[src/rtl/ps2_pkg.sv]
// Shared types and constants for the PS/2 keyboard receiver.
package ps2_pkg;

  typedef enum logic [1:0] {
    StIdle,
    StData,
    StParity,
    StStop
  } ps2_state_e;

  localparam logic [7:0]  PS2_BREAK_CODE = 8'hF0;
  localparam logic [7:0]  PS2_EXT_CODE   = 8'hE0;
  localparam int unsigned PS2_FRAME_BITS = 11;

endpackage

[src/rtl/ps2_input_filter.sv]
// PS/2 pin conditioning: 2-flop synchronizers, kclk glitch filter and a one-cycle
// strobe on each falling edge of the filtered clock.
module ps2_input_filter #(
  parameter int unsigned FILTER_LEN = 8
) (
  input  logic i_clk,
  input  logic i_rst,
  input  logic i_kclk,
  input  logic i_kdata,
  output logic o_fall,
  output logic o_kdata
);

  localparam int unsigned CntW = $clog2(FILTER_LEN + 1);

  logic            r_kclk_meta;
  logic            r_kclk_sync;
  logic            r_kdata_meta;
  logic            r_kdata_sync;
  logic            r_filt;
  logic [CntW-1:0] r_cnt;
  logic            r_fall;

  always_ff @(posedge i_clk) begin
    if (i_rst) begin
      r_kclk_meta  <= 1'b1;
      r_kclk_sync  <= 1'b1;
      r_kdata_meta <= 1'b1;
      r_kdata_sync <= 1'b1;
      r_filt       <= 1'b1;
      r_cnt        <= '0;
      r_fall       <= 1'b0;
    end else begin
      r_kclk_meta  <= i_kclk;
      r_kclk_sync  <= r_kclk_meta;
      r_kdata_meta <= i_kdata;
      r_kdata_sync <= r_kdata_meta;
      r_fall       <= 1'b0;
      // Filtered level flips only after FILTER_LEN consecutive disagreeing samples.
      if (r_kclk_sync == r_filt) begin
        r_cnt <= '0;
      end else if (r_cnt == CntW'(FILTER_LEN - 1)) begin
        r_filt <= r_kclk_sync;
        r_cnt  <= '0;
        r_fall <= r_filt;
      end else begin
        r_cnt <= r_cnt + 1'b1;
      end
    end
  end

  assign o_fall  = r_fall;
  assign o_kdata = r_kdata_sync;

endmodule

[src/rtl/ps2_keyboard_rx.sv]
// PS/2 device-to-host frame receiver with a one-entry valid/ready output buffer.
// Optional break-code folding is enabled with PS2_RX_BREAK_DECODE_EN.
module ps2_keyboard_rx
  import ps2_pkg::*;
#(
  parameter int unsigned FILTER_LEN     = 8,
  parameter int unsigned TIMEOUT_CYCLES = 100000
) (
  input  logic       clk_i,
  input  logic       rst_i,
  input  logic       kclk_i,
  input  logic       kdata_i,
  output logic [7:0] data_o,
  output logic       valid_o,
  input  logic       ready_i,
  output logic       parity_err_o,
  output logic       frame_err_o,
  output logic       overrun_o,
  output logic       break_o
);

  localparam int unsigned TimerW = $clog2(TIMEOUT_CYCLES + 1);

  logic              w_fall;
  logic              w_kdata;
  ps2_state_e        r_state;
  ps2_state_e        w_state_d;
  logic [2:0]        r_bit_cnt;
  logic [7:0]        r_shift;
  logic              r_parity;
  logic [TimerW-1:0] r_timer;
  logic              w_timeout;
  logic              w_good;
  logic              w_parity_bad;
  logic              w_frame_bad;
  logic              w_deliver;
  logic              w_break_next;
  logic [7:0]        r_data;
  logic              r_valid;
  logic              r_parity_err;
  logic              r_frame_err;
  logic              r_overrun;

  ps2_input_filter #(
    .FILTER_LEN(FILTER_LEN)
  ) u_filter (
    .i_clk  (clk_i),
    .i_rst  (rst_i),
    .i_kclk (kclk_i),
    .i_kdata(kdata_i),
    .o_fall (w_fall),
    .o_kdata(w_kdata)
  );

  assign w_timeout = (r_state != StIdle) && !w_fall &&
                     (r_timer == TimerW'(TIMEOUT_CYCLES - 1));

  always_ff @(posedge clk_i) begin
    if (rst_i) begin
      r_state <= StIdle;
    end else begin
      r_state <= w_state_d;
    end
  end

  always_comb begin
    w_state_d = r_state;
    unique case (r_state)
      StIdle:   if (w_fall && !w_kdata) w_state_d = StData;
      StData:   if (w_fall && (r_bit_cnt == 3'd7)) w_state_d = StParity;
      StParity: if (w_fall) w_state_d = StStop;
      StStop:   if (w_fall) w_state_d = StIdle;
      default:  w_state_d = StIdle;
    endcase
    if (w_timeout) w_state_d = StIdle;
  end

  // Frame verdict on the stop-bit strobe; stop-bit errors take priority over parity.
  always_comb begin
    w_good       = 1'b0;
    w_parity_bad = 1'b0;
    w_frame_bad  = w_timeout;
    if ((r_state == StStop) && w_fall) begin
      if (!w_kdata) begin
        w_frame_bad = 1'b1;
      end else if (!(^{r_shift, r_parity})) begin
        w_parity_bad = 1'b1;
      end else begin
        w_good = 1'b1;
      end
    end
  end

  always_ff @(posedge clk_i) begin
    if (rst_i) begin
      r_bit_cnt <= '0;
      r_shift   <= '0;
      r_parity  <= 1'b0;
      r_timer   <= '0;
    end else begin
      if (r_state == StIdle) begin
        r_bit_cnt <= '0;
      end else if ((r_state == StData) && w_fall) begin
        r_shift   <= {w_kdata, r_shift[7:1]};
        r_bit_cnt <= r_bit_cnt + 3'd1;
      end
      if ((r_state == StParity) && w_fall) r_parity <= w_kdata;
      if ((r_state == StIdle) || w_fall) begin
        r_timer <= '0;
      end else if (r_timer != TimerW'(TIMEOUT_CYCLES - 1)) begin
        r_timer <= r_timer + 1'b1;
      end
    end
  end

`ifdef PS2_RX_BREAK_DECODE_EN
  logic w_is_break;
  logic r_break_pending;
  logic r_break;

  assign w_is_break   = w_good && (r_shift == PS2_BREAK_CODE);
  assign w_deliver    = w_good && !w_is_break;
  assign w_break_next = r_break_pending && (r_shift != PS2_EXT_CODE);

  always_ff @(posedge clk_i) begin
    if (rst_i) begin
      r_break_pending <= 1'b0;
    end else if (w_frame_bad || w_parity_bad) begin
      r_break_pending <= 1'b0;
    end else if (w_is_break) begin
      r_break_pending <= 1'b1;
    end else if (w_deliver && (r_shift != PS2_EXT_CODE)) begin
      r_break_pending <= 1'b0;
    end
  end

  always_ff @(posedge clk_i) begin
    if (rst_i) begin
      r_break <= 1'b0;
    end else if (w_deliver && (!r_valid || ready_i)) begin
      r_break <= w_break_next;
    end
  end

  assign break_o = r_break;
`else
  assign w_deliver    = w_good;
  assign w_break_next = 1'b0;
  assign break_o      = w_break_next;
`endif

  // A byte arriving during the accepting handshake replaces the old one without overrun.
  always_ff @(posedge clk_i) begin
    if (rst_i) begin
      r_data       <= '0;
      r_valid      <= 1'b0;
      r_parity_err <= 1'b0;
      r_frame_err  <= 1'b0;
      r_overrun    <= 1'b0;
    end else begin
      r_parity_err <= w_parity_bad;
      r_frame_err  <= w_frame_bad;
      r_overrun    <= w_deliver && r_valid && !ready_i;
      if (w_deliver && (!r_valid || ready_i)) begin
        r_data  <= r_shift;
        r_valid <= 1'b1;
      end else if (r_valid && ready_i) begin
        r_valid <= 1'b0;
      end
    end
  end

  assign data_o       = r_data;
  assign valid_o      = r_valid;
  assign parity_err_o = r_parity_err;
  assign frame_err_o  = r_frame_err;
  assign overrun_o    = r_overrun;

endmodule

[config.mk]
export PLATFORM = sky130hd
export DESIGN_NAME = ps2_keyboard_rx
export DESIGN_NICKNAME = d
export VERILOG_FILES = /design/src/rtl/ps2_pkg.sv /design/src/rtl/ps2_input_filter.sv /design/src/rtl/ps2_keyboard_rx.sv
export SDC_FILE = /design/constraint.sdc
export NUM_CORES = 1
export LEC_CHECK = 0
export CAP_MARGIN = 25
export CORE_MARGIN = 4
export CORE_UTILIZATION = 52
export CTS_CLUSTER_DIAMETER = 30
export CTS_CLUSTER_SIZE = 14
export DETAILED_ROUTE_END_ITERATION = 12
export PLACE_DENSITY_LB_ADDON = 0.1
export SLEW_MARGIN = 0
export SYNTH_ARGS = -nofsm -noshare
export SYNTH_HDL_FRONTEND = slang
export SYNTH_SLANG_ARGS = --single-unit
[constraint.sdc]
create_clock -name clk_i -period 2.5 [get_ports clk_i]
set_clock_uncertainty 0.2 [all_clocks]
set_input_delay 0.25 -clock clk_i [delete_from_list [all_inputs] [get_ports clk_i]]
set_output_delay 0.25 -clock clk_i [all_outputs]
set_load 0.02 [all_outputs]
======== Word-level counts from Yosys, hierarchy flattened ========
Index checks and enable logic that the tools add are counted.
word-level totals
  logic and storage cells ................. 80
  latch bits .............................. 0
  ROM bits ................................ 0
  RAM bits ................................ 0
  register bits after elaboration ......... 53
  memories ................................ 0
  input port bits ......................... 5
  output and inout port bits .............. 13
cells by class
  reductions and logical operators ........ 30
  shift-type cells ........................ 0
  muxes and demuxes ....................... 13
  order comparisons ....................... 0
  divide/modulo/power cells ............... 0
  add/subtract/negate cells ............... 3
  bitwise operators ....................... 5
  $mul .................................... 0
  equal/unequal tests ..................... 12
operators by type and width
  cell                   number
  $add 17x1->17 const B  1
  $eq 17x17->1 const B   1
  $ne 17x17->1 const B   1
  $logic_and 1x1->1      11
  $reduce_or 3->1        3
  $reduce_xor 9->1       1
  $mux 1                 8
  $mux 2                 4
  $pmux 2 s4             1
  $reduce_or 2->1        3
  $not 1->1              5
  $add 4x1->4 const B    1
  $eq 2x2->1 const B     2
  $eq 4x3->1 const B     1
  $logic_not 1->1        4
  $ne 2x1->1 const B     2
  $ne 2x2->1 const B     2
  $reduce_and 2->1       2
  $reduce_and 4->1       1
  $reduce_bool 2->1      2
  $add 3x1->3 const B    1
  $eq 3x3->1 const B     1
  $eq 2x1->1 const B     1
  $logic_not 2->1        1
  2 further kinds        3

======== Longest topological paths before layout ========
  word-level depth ........................ 6
  mapped depth ............................ 7
  mapped depth without buffers ............ 7

======== Cells and area by module ========
Synthesis repeated with hierarchy kept, for this count alone.
unflattened totals
  cell total of the unflattened synthesis .. 237
  area total of the unflattened synthesis .. 2327.2 um2
by module, submodules not included
  module            instances  cells an instance  area an instance (um2)
  ps2_keyboard_rx   1          208                1993.2
  ps2_input_filter  1          29                 334.1

======== Least setup slack after synthesis ========
OpenSTA, ideal clock, no wires.
  path kind ............................... register to register
  start point ............................. register r_shift[4]
  end point ............................... register r_data[0] (netlist: data_o[0])
  arrival ................................. 1576 ps
  period minus slack after synthesis ...... 1890 ps
  cell stages (with the launch flop) ...... 6
  data required time ...................... 2186 ps
  slack ................................... 610 ps
  cell sequence ........................... dfxtp_1 xor2_1 xnor3_2 mux2i_4 mux2i_1 nor2_1
on the way
  word-level cells in the longest chain between the ends .. 5
RTL lines
  what                    line                    source
  from (decl)             ps2_keyboard_rx.sv:29   logic [7:0] r_shift;
  from (signal assigned)  ps2_keyboard_rx.sv:104  r_shift <= {w_kdata, r_shift[7:1]};
  $reduce_xor 9->1        ps2_keyboard_rx.sv:86   end else if (!(^{r_shift, r_parity})) begin
  $mux 1                  ps2_keyboard_rx.sv:86
  $mux 1                  ps2_keyboard_rx.sv:84   if (!w_kdata) begin
  $mux 1                  ps2_keyboard_rx.sv:83   if ((r_state == StStop) && w_fall) begin
  $logic_and 1x1->1       ps2_keyboard_rx.sv:164  if (w_deliver && (!r_valid || ready_i)) begin
  to (signal assigned)    ps2_keyboard_rx.sv:165  r_data <= r_shift;
  to (decl)               ps2_keyboard_rx.sv:38   logic [7:0] r_data;
No other way between the ends.
A chain may end at the register's enable or synchronous reset.

======== Final worst setup path ========
  start point ............................. register r_timer[0]
  end point ............................... register r_frame_err (netlist: frame_err_o)
on the way
  word-level cells in the longest chain between the ends .. 4
RTL lines
  what                    line                    source
  from (decl)             ps2_keyboard_rx.sv:31   logic [TimerW-1:0] r_timer;
  from (signal assigned)  ps2_keyboard_rx.sv:111  r_timer <= r_timer + 1'b1;
  $eq 17x17->1 *          ps2_keyboard_rx.sv:56   (r_timer == TimerW'(TIMEOUT_CYCLES - 1));
  $logic_and 1x1->1 *     ps2_keyboard_rx.sv:55   assign w_timeout = (r_state != StIdle) && !w_fall &&
  $mux 1                  ps2_keyboard_rx.sv:84
  $mux 1 *                ps2_keyboard_rx.sv:83
  to (signal assigned)    ps2_keyboard_rx.sv:162  r_frame_err <= w_frame_bad;
  to (decl)               ps2_keyboard_rx.sv:41   logic r_frame_err;
Mark *: on every way between the ends. The rest lies on a longest branch, timed or not.

==> metrics.cfg <==
[setup_path]
r2r_start = r_timer[0]
crit_end = frame_err_o
required_ns = 2.55
critical-path-top-delay-family = simple AND/OR/NAND/NOR gates
worst_setup_path_end_kind = flop
worstSetupPathType = reg2reg
cp.depth = 6
crit_path_max_incr_delay_ns = 0.37
path_cells = ha_1 > nor4bb_1 > and4_1 > nand2_1 > nor3_1 > o21ba_2
critPathLaunchType = flop
critical_path.max_fanout = 6
critPathLaunch = r_timer[0]
reg2reg_depth = 6
r2r_slack_ns = 0.40
worstReg2RegEnd = frame_err_o
worst_ep_arrival_time_ns = 2.14
crit_buf_inv = 0
cp_slowest_cell = dfxtp_1

[routing]
first_pass_iters = 4
dr_total_vias = 1566
vias_per_cell = 5.185
wl_per_cell_um = 11.66
drc = 0
drt_iter0_markers = 61
wl_um = 3521
ant_nets = 0

[clock_network]
htreeDepth = 2
cts_tree = done
post_cts_resized = 0
cts_max_path_buffers = 2
clock-sinks = 53
cts_buffers = 5
hold_buffers = 0
clkTransAtPathRegs_ns = 0.09
cts_root_buffer = clkbuf_8
post-cts-setup-buffer-count = 0
clock_latency_ns = 0.29

[min_path]
hold_class = reg2reg

[sta]
rsz0062_at_grt = no
hold_viol = 0
postLayoutSetupSlackWorst_ns = 0.4049
finalMaxSlewViolations = 0
setup_viol = 0
tns_ns = 0
timing.fmax_mhz = 477.3
slew_headroom = 0.6507
fin_crit_sh = 0.8380
fin_crit_ns = 2.095
holdWs_ns = 0.2161
worstMarginPinSlew_ns = 0.5240

[power_and_ir_drop]
irDropWorstVdd_v = 0.0004085
leakagePower_nw = 1.041
p_per_area_nw_per_um2 = 518.7

[global_route]
grt-ovfl-total = 0
grt_pass1_vias = 1467
antenna_found_initial = 0
grt.total_usage = 0.1457
grt_pass1_wl_um = 6341
grt_max_degree = 35

[placement]
pre_cts_ws_ns = 0.4307
dpl.hpwl_um = 2517
port_buffers = 16
gp_congestion = 0.7369
post_dp_cell_area_um2 = 2462

[job]
cap_violations = 0

[finish]
final_cell_mix = dfxtp_1, nor2_1, mux2i_1
final_common_cell = dfxtp_1
area_growth_pct = 10.78
final_area_um2 = 2545
insertedDiodeCount = 0
layout-drive-gt1-share = 0.07143
nNetsFinal = 265
post-route-util = 0.6141
n_fill_cell = 375

[floorplan]
core_area_um2 = 4144
die-area_um2 = 5545
initial_core_util = 0.5543
rows = 23
pin_count = 18
die_w_um = 74.47
fp.dieH_um = 74.47

[yosys]
ys_seq_elements = 53
syn-num-nets = 251
synthCells = 237
ys_seq_area_frac = 0.4619
yosysWarnings = 0
avgSynthCellArea_um2 = 9.693
synth_cell_types = 36
netlist_area_um2 = 2297

[status]
status = finished clean

-- worst min-delay path by stage --
| stage | startpoint | end | depth (start not counted) | slack (ns) |
|---|---|---|---|---|
| 2_1_floorplan | kclk_i | u_filter.r_kclk_meta | 1 | 0.15 |
| 3_3_place_gp | u_filter.r_kclk_meta | u_filter.r_kclk_sync | 1 | 0.19 |
| 3_5_place_dp | u_filter.r_kdata_meta | u_filter.o_kdata | 1 | 0.20 |
| 4_1_cts | u_filter.r_kdata_meta | u_filter.o_kdata | 1 | 0.22 |
| 5_1_grt | u_filter.r_kclk_meta | u_filter.r_kclk_sync | 1 | 0.23 |
| 6_report | u_filter.r_kdata_meta | u_filter.o_kdata | 1 | 0.22 |
-- metal layers --
layer,routed length (um),GRT usage,share of wire
met1,1723,0.1881,0.49
met2,1604,0.2332,0.46
met3,165,0.04054,0.047
met4,28,0.05336,0.0080
met5,0,0,0
-- power by group --
group | total [mW] | internal [mW] | switching, mW
registers | 0.849 | 0.847 | 0.00203
clock network | 0.450 | 0.195 | 0.255
logic | 0.0217 | 0.0104 | 0.0113
total | 1.32 | 1.05 | 0.268
-- cell type report --
cell class / count / area (um^2) / share of cell area
repair buffers: 17 / 167.7 / 0.06588
inverters: 3 / 11.26 / 0.004425
clock inverters: 2 / 10.01 / 0.003933
clock buffers: 6 / 72.57 / 0.02852
well taps: 50 / 62.56 / 0.02458
flip-flops and latches: 53 / 1061 / 0.4169
multi-input cells: 171 / 1160 / 0.4558
-- per-stage QoR --
step                total power, mW  instances
CTS                           1.345        302
global route                  1.382        302
detailed placement           0.8909        294
global placement             0.8908        294
floorplan                    0.8866        237
finish                        1.320        302
-- sequential cells by signal, summed over array words and instances (netlist names), 2 cells and up --
name / cells
r_shift: 8
r_timer: 17
r_bit_cnt: 3
u_filter.r_cnt: 4
r_state: 2
data_o: 8
-- cell usage after synthesis --
master     number  share of area
a2111oi_0       1         0.0038
a211o_1         1         0.0038
a21oi_1         6          0.013
a22oi_1         1         0.0033
a31oi_1         2         0.0054
and2_1          3         0.0082
and2b_2         1         0.0038
and3_1          4          0.011
and4_1          3          0.011
buf_4           2         0.0065
clkbuf_1        6         0.0098
clkbuf_8        2          0.012
conb_1          1         0.0016
dfxtp_1        53           0.46
ha_1            9          0.049
inv_1           3         0.0049
mux2i_1        19          0.083
mux2i_4         1         0.0098
nand2_1        15          0.025
nand2b_1        1         0.0027
nand3_1         7          0.015
nand4_1         3         0.0082
nor2_1         38          0.062
nor2b_1         2         0.0054
nor3_1         11          0.024
nor3b_1         1         0.0033
nor4b_1         2         0.0076
nor4bb_1        2         0.0087
o21ai_0         6          0.013
o21ba_2         1         0.0044
or2_2           5          0.014
or3_1           4          0.011
xnor2_1         9          0.034
xnor3_2         1          0.010
xnor3_4         1          0.011
xor2_1         10          0.038
-- logic make-up (layout without fill, tap and decap cells) --
family,after synthesis,after routing,synth area share
simple gates,102,102,0.2206
flops,53,53,0.4619
xor+xnor,21,21,0.09423
mux,20,20,0.09259
compound gates,18,18,0.04684
buf+inv,13,28,0.03322
fa+ha+maj,9,9,0.04902
other cells,1,1,0.001632
(Power assumes the default switching activity.)
